[src/rtl/core_pkg.sv]
// core_pkg: types and constants shared by the
// instruction prefetch controller and its FIFOs.
package core_pkg;

  typedef enum logic [1:0] {
    IDLE,
    REQ,
    WAIT_GNT
  } pf_state_e;

  typedef struct packed {
    logic [31:0] rdata;
    logic [31:0] addr;
    logic        err;
  } pf_entry_t;

  localparam logic [31:0] INSTR_ALIGN_MASK = 32'hFFFF_FFFC;

endpackage

[src/rtl/pf_fifo.sv]
// pf_fifo: small synchronous FIFO with flush and
// occupancy count; head is read straight from storage.
module pf_fifo #(
  parameter int DEPTH = 2,
  parameter int WIDTH = 32,
  parameter int CW    = $clog2(DEPTH + 1)
) (
  input  logic             clk,
  input  logic             rstn,
  input  logic             flush_i,
  input  logic             push_i,
  input  logic [WIDTH-1:0] data_i,
  input  logic             pop_i,
  output logic [WIDTH-1:0] data_o,
  output logic [CW-1:0]    count_o
);

  localparam int PW = (DEPTH > 1) ? $clog2(DEPTH) : 1;

  logic [WIDTH-1:0] mem_q [DEPTH];
  logic [PW-1:0]    wr_q;
  logic [PW-1:0]    rd_q;
  logic [CW-1:0]    cnt_q;

  function automatic logic [PW-1:0] inc(
    input logic [PW-1:0] p
  );
    return (p == PW'(DEPTH - 1)) ? '0 : p + PW'(1);
  endfunction

  always_ff @(posedge clk or negedge rstn) begin
    if (!rstn) begin
      wr_q  <= '0;
      rd_q  <= '0;
      cnt_q <= '0;
      for (int i = 0; i < DEPTH; i++) begin
        mem_q[i] <= '0;
      end
    end else if (flush_i) begin
      wr_q  <= '0;
      rd_q  <= '0;
      cnt_q <= '0;
    end else begin
      if (push_i) begin
        mem_q[wr_q] <= data_i;
        wr_q        <= inc(wr_q);
      end
      if (pop_i) begin
        rd_q <= inc(rd_q);
      end
      cnt_q <= cnt_q + CW'(push_i) - CW'(pop_i);
    end
  end

  assign data_o  = mem_q[rd_q];
  assign count_o = cnt_q;

endmodule

[src/rtl/instr_prefetch_ctrl.sv]
// instr_prefetch_ctrl: credit-limited instruction
// prefetcher with redirect flush and response drop.
import core_pkg::*;

module instr_prefetch_ctrl #(
  parameter logic [31:0] PC_RESET = 32'h0000_0000,
  parameter int          NUM_REQS = 2
) (
  input  logic        clk,
  input  logic        rstn,
  input  logic        req_en_i,
  input  logic        redirect_i,
  input  logic [31:0] redirect_addr_i,
  output logic        mem_req_o,
  input  logic        mem_gnt_i,
  output logic [31:0] mem_addr_o,
  input  logic        mem_rvalid_i,
  input  logic [31:0] mem_rdata_i,
  input  logic        mem_err_i,
  output logic        out_valid_o,
  input  logic        out_ready_i,
  output logic [31:0] out_rdata_o,
  output logic [31:0] out_addr_o,
  output logic        out_err_o
);

  localparam int CW = $clog2(NUM_REQS + 1);

  pf_state_e   state_q, state_d;
  logic [31:0] fetch_q, fetch_d;
  logic [31:0] hold_q, hold_d;
  logic [CW-1:0] disc_q, disc_d;
  logic        stale_q, stale_d;
  logic        hw_q, hw_d;

  logic [CW-1:0] outst;
  logic [CW-1:0] rsp_cnt;
  logic [31:0]   tag_addr;
  logic [CW:0]   occ;
  logic          credit;
  logic          fire;
  logic          rv_land;
  logic          rsp_push;
  logic          rsp_pop;
  pf_entry_t     rsp_in;
  pf_entry_t     rsp_head;

  assign rv_land = mem_rvalid_i && (outst != '0);
  assign out_valid_o = (rsp_cnt != '0);
  assign rsp_pop = out_valid_o && out_ready_i;

  // A pop this cycle frees its slot before any new word can land.
  assign occ = {1'b0, rsp_cnt} + {1'b0, outst}
             - {{CW{1'b0}}, rsp_pop};
  assign credit = occ < (CW + 1)'(NUM_REQS);

  assign mem_req_o = (state_q == WAIT_GNT) ||
                     ((state_q == REQ) && credit);
  assign mem_addr_o = (state_q == WAIT_GNT) ? hold_q : fetch_q;
  assign fire = mem_req_o && mem_gnt_i;

  assign rsp_push = rv_land && (disc_q == '0) && !redirect_i;

  assign rsp_in = '{
    rdata: mem_rdata_i,
    addr:  tag_addr | {30'b0, hw_q, 1'b0},
    err:   mem_err_i
  };

  always_comb begin
    state_d = state_q;
    fetch_d = fetch_q;
    hold_d  = hold_q;
    disc_d  = disc_q;
    stale_d = stale_q;
    hw_d    = hw_q;
    unique case (state_q)
      IDLE: begin
        if (req_en_i && credit) state_d = REQ;
      end
      REQ: begin
        if (fire) begin
          state_d = req_en_i ? REQ : IDLE;
        end else if (mem_req_o) begin
          state_d = WAIT_GNT;
          hold_d  = fetch_q;
        end else if (!req_en_i) begin
          state_d = IDLE;
        end
      end
      WAIT_GNT: begin
        if (fire) state_d = req_en_i ? REQ : IDLE;
      end
      default: state_d = IDLE;
    endcase
    if (fire && !stale_q) fetch_d = fetch_q + 32'd4;
    if (fire) stale_d = 1'b0;
    if (rv_land && (disc_q != '0)) disc_d = disc_q - CW'(1);
    if (fire && stale_q) disc_d = disc_d + CW'(1);
    if (rsp_push) hw_d = 1'b0;
    // Held requests cannot be retracted; drop them once granted.
    if (redirect_i) begin
      fetch_d = redirect_addr_i & INSTR_ALIGN_MASK;
      hw_d    = redirect_addr_i[1];
      disc_d  = outst - CW'(rv_land) + CW'(fire);
      if (mem_req_o && !mem_gnt_i) stale_d = 1'b1;
    end
  end

  always_ff @(posedge clk or negedge rstn) begin
    if (!rstn) begin
      state_q <= IDLE;
      fetch_q <= PC_RESET & INSTR_ALIGN_MASK;
      hold_q  <= PC_RESET & INSTR_ALIGN_MASK;
      disc_q  <= '0;
      stale_q <= 1'b0;
      hw_q    <= 1'b0;
    end else begin
      state_q <= state_d;
      fetch_q <= fetch_d;
      hold_q  <= hold_d;
      disc_q  <= disc_d;
      stale_q <= stale_d;
      hw_q    <= hw_d;
    end
  end

  pf_fifo #(
    .DEPTH (NUM_REQS),
    .WIDTH (32)
  ) u_tag_fifo (
    .clk     (clk),
    .rstn    (rstn),
    .flush_i (1'b0),
    .push_i  (fire),
    .data_i  (mem_addr_o),
    .pop_i   (rv_land),
    .data_o  (tag_addr),
    .count_o (outst)
  );

  pf_fifo #(
    .DEPTH (NUM_REQS),
    .WIDTH ($bits(pf_entry_t))
  ) u_rsp_fifo (
    .clk     (clk),
    .rstn    (rstn),
    .flush_i (redirect_i),
    .push_i  (rsp_push),
    .data_i  (rsp_in),
    .pop_i   (rsp_pop),
    .data_o  (rsp_head),
    .count_o (rsp_cnt)
  );

  assign out_rdata_o = rsp_head.rdata;
  assign out_addr_o  = rsp_head.addr;
  assign out_err_o   = rsp_head.err;

endmodule

[config.mk]
export PLATFORM = sky130hd
export DESIGN_NAME = instr_prefetch_ctrl
export DESIGN_NICKNAME = d
export VERILOG_FILES = /design/src/rtl/core_pkg.sv /design/src/rtl/pf_fifo.sv /design/src/rtl/instr_prefetch_ctrl.sv
export SDC_FILE = /design/constraint.sdc
export NUM_CORES = 1
export LEC_CHECK = 0
export CAP_MARGIN = 5
export CORE_MARGIN = 4
export CORE_UTILIZATION = 30
export CTS_CLUSTER_SIZE = 10
export DETAILED_ROUTE_END_ITERATION = 10
export SYNTH_ARGS = -nofsm -noshare
export SYNTH_HDL_FRONTEND = slang
export SYNTH_SLANG_ARGS = --single-unit
[constraint.sdc]
create_clock -name clk -period 3.7 [get_ports clk]
set_input_delay 0.555 -clock clk [delete_from_list [all_inputs] [get_ports clk]]
set_output_delay 0.555 -clock clk [all_outputs]
set_load 0.005 [all_outputs]
==> results of run 1 <==
## layer usage
metal | GRT usage | up-vias | routed length (um)
li1 | - | 3984 | -
met1 | 0.181 | 3882 | 13300
met2 | 0.206 | 166 | 12600
met3 | 0.0291 | 33 | 1600
met4 | 0.0260 | 0 | 479
met5 | 0 | - | 0
## kinds of logic (layout without fill, tap and decap cells)
group                      after synthesis  count (layout)  synth area share
xor gates and xnor gates                33              33            0.0244
muxes                                  220             220             0.203
and+or+nand+nor                        252             252            0.0946
adders and majority gates                8               8           0.00907
other                                    1               3          0.000316
DFF                                    262             262             0.553
AOI/OAI and AO/OA                      172             172            0.0762
buffers and inverters                  118             288            0.0402
## area by class of cell
class                      instances  area (um2)  area share
clock buffer                      39         846      0.0558
clock inverter                     3        55.1     0.00363
inverter                          46         173      0.0114
multi-input combinational        688        4870       0.322
sequential                       262        6560       0.433
tap                              518         648      0.0428
timing repair buffer             200        2000       0.132
## worst max path at each step
stage,start,end,slack [ns],cells past startpoint
after floorplan,out_ready_i,fetch_q[27]$_DFFE_PN0P_,0.55,11
after global placement,out_ready_i,fetch_q[27]$_DFFE_PN0P_,-0.07,12
after detailed placement,out_ready_i,fetch_q[27]$_DFFE_PN0P_,-0.08,12
after CTS,u_rsp_fifo.count_o[1]$_DFF_PN0_,mem_req_o,0.16,12
after global routing,u_rsp_fifo.count_o[1]$_DFF_PN0_,mem_req_o,0.001,12
final,u_rsp_fifo.count_o[1]$_DFF_PN0_,mem_req_o,0.23,12
## flip-flops by register name (all words and copies together) (netlist names), 2 cells and up
register            count
u_rsp_fifo.mem_q      128
u_tag_fifo.count_o      2
u_tag_fifo.mem_q       60
disc_q                  2
fetch_q                30
u_rsp_fifo.count_o      2
state_q                 2
hold_q                 30
## power by group
| group | internal (mW) | switching (mW) |
|---|---|---|
| combinational | 2.64 | 1.92 |
| sequential | 3.94 | 0.625 |
| clock | 1.64 | 1.12 |
| total | 8.22 | 3.67 |
## cells in the mapped netlist (all sizes together), types with 11 or more instances
master  number  area (um2)
a21oi       37         185
buf         20         109
clkbuf      52         195
dfrtp      262        6560
inv         46         173
mux2       162        1820
mux2i       58         581
nand2      133         499
nand3       13        65.1
nor2        50         188
nor3        11        55.1
o21ai      120         601
xnor2       28         245
## timing repair
action | CTS | global route
endpoints found under the hold margin | 0 | 0
pin swaps | 1 | 0
gates resized for setup | 4 | 0
setup buffers | 2 | 2
endpoints found under the setup margin | 1 | 1
==> flow_summary.ini, run 1 <==
[setup_path]
cp_slowest_cell = dfrtp_1
crit_chain = inv_2 -> nand2_1 -> and2_1 -> ha_1 -> inv_1 -> nand2_1 -> fa_2 -> xor2_2 -> a31oi_2 -> buf_4 -> inv_1 -> dlygate4sd2_1
r2r_start = u_rsp_fifo.count_o[1]$_DFF_PN0_
crit_fanout = 4
max_stage_delay_ns = 0.39
endpoint_kind = output pin
critical_path_class = reg -> out
required_ns = 3.14
r2r_slack_ns = 0.36
cp_num_buf_inv = 5
start_kind = register
cp_top_family = buffers and inverters
critPathArrivalTime_ns = 2.92
worstReg2RegEnd = fetch_q[27]$_DFFE_PN0P_
ff2ff_path_depth = 13

[sta]
layout_min_cycle_time_ns = 3.47
worst_pin_slew_ns = 0.949
slew_violations = 0
tns_ns = 0
grt_setup_unrepaired = no
finalCritPeriodShare = 0.938
hold_viol = 6
slew_headroom = 0.367
setup_ws_ns = 0.228
setup_viol_count_final = 0
whs_ns = -0.00939
fmaxAchievable_mhz = 288
fin_worst_skew_ns = 0.00961

[floorplan]
io_pins = 171
core_um2 = 38900
num_rows = 72
start_util = 0.305
design.die.area_um2 = 42800
die_h_um = 207
die_w_um = 207

[logic_synthesis]
synth_ff_type = dfrtp_1
ys_seq_area_frac = 0.553
synth_area_um2 = 11900
ys_types = 46
yosysWarnings = 0
synth_enable_flop_cells = 0
ys_ff_latch = 262
avgSynthCellArea_um2 = 11.1
synth_cells = 1066
async_flop_share = 1.00

[place]
dp_cells = 1710
gp_congestion = 0.795
placement.cell_area_um2 = 14200
dpl_worst_slack_ns = -0.0754
port-buffer-count = 166
dp.final_hpwl_um = 19500

[finish]
syn_to_final_growth_pct = 27.6
fin_nets = 1309
post-route-util = 0.389
fill_cells = 3888
layout_commonest_cell = dfrtp_1
num_antenna_cells = 0
final_cell_count_no_fill = 1756
design_area_um2 = 15100
drive_above_1_share = 0.200
mostFrequentLayoutCells = dfrtp_1 (261), clkdlybuf4s50_1 (164), mux2_2 (162)

[outcome]
status = complete, but fails checks
failed_checks = negative hold slack

[power]
power.leakage_nw = 6.66
peakVddDrop_mv = 0.341
power_density_nw_per_um2 = 785
finalPower_mw = 11.9

[global_routing]
grt_max_degree = 102
grt_pass1_vias = 8123
grt_overflow = 0
grt_pass1_wl_um = 44200
track_usage = 0.129
antenna_found_initial = 0

[clock_network]
clock_latency_ns = 0.57
cts_tree = yes
postCtsHoldBufs = 0
clock_path_buffers = 3
cts_inserted_buffers = 31
cts_max_level = 1
cts_root_buf = clkbuf_16
path_clk_slew_ns = 0.05
cts.sinks = 262

[routing]
drc = 0
wire_per_inst_um = 15.9
drt_iter0_drc = 328
wirelength_um = 28000
viasPerCell = 4.59
via_count = 8065
postRouteAntennaNets = 0
firstDrtPassIters = 4

[job]
cap_violations = 0

[worst_hold_path]
hp-class = in -> async
Note: power is estimated with default switching activity, not from simulation.
==> inputs of run 2 (changes only) <==
- ABC_AREA: not set -> 0
==> results of run 2 <==
The final DEF is identical to that of run 1; final timing and power are the same.
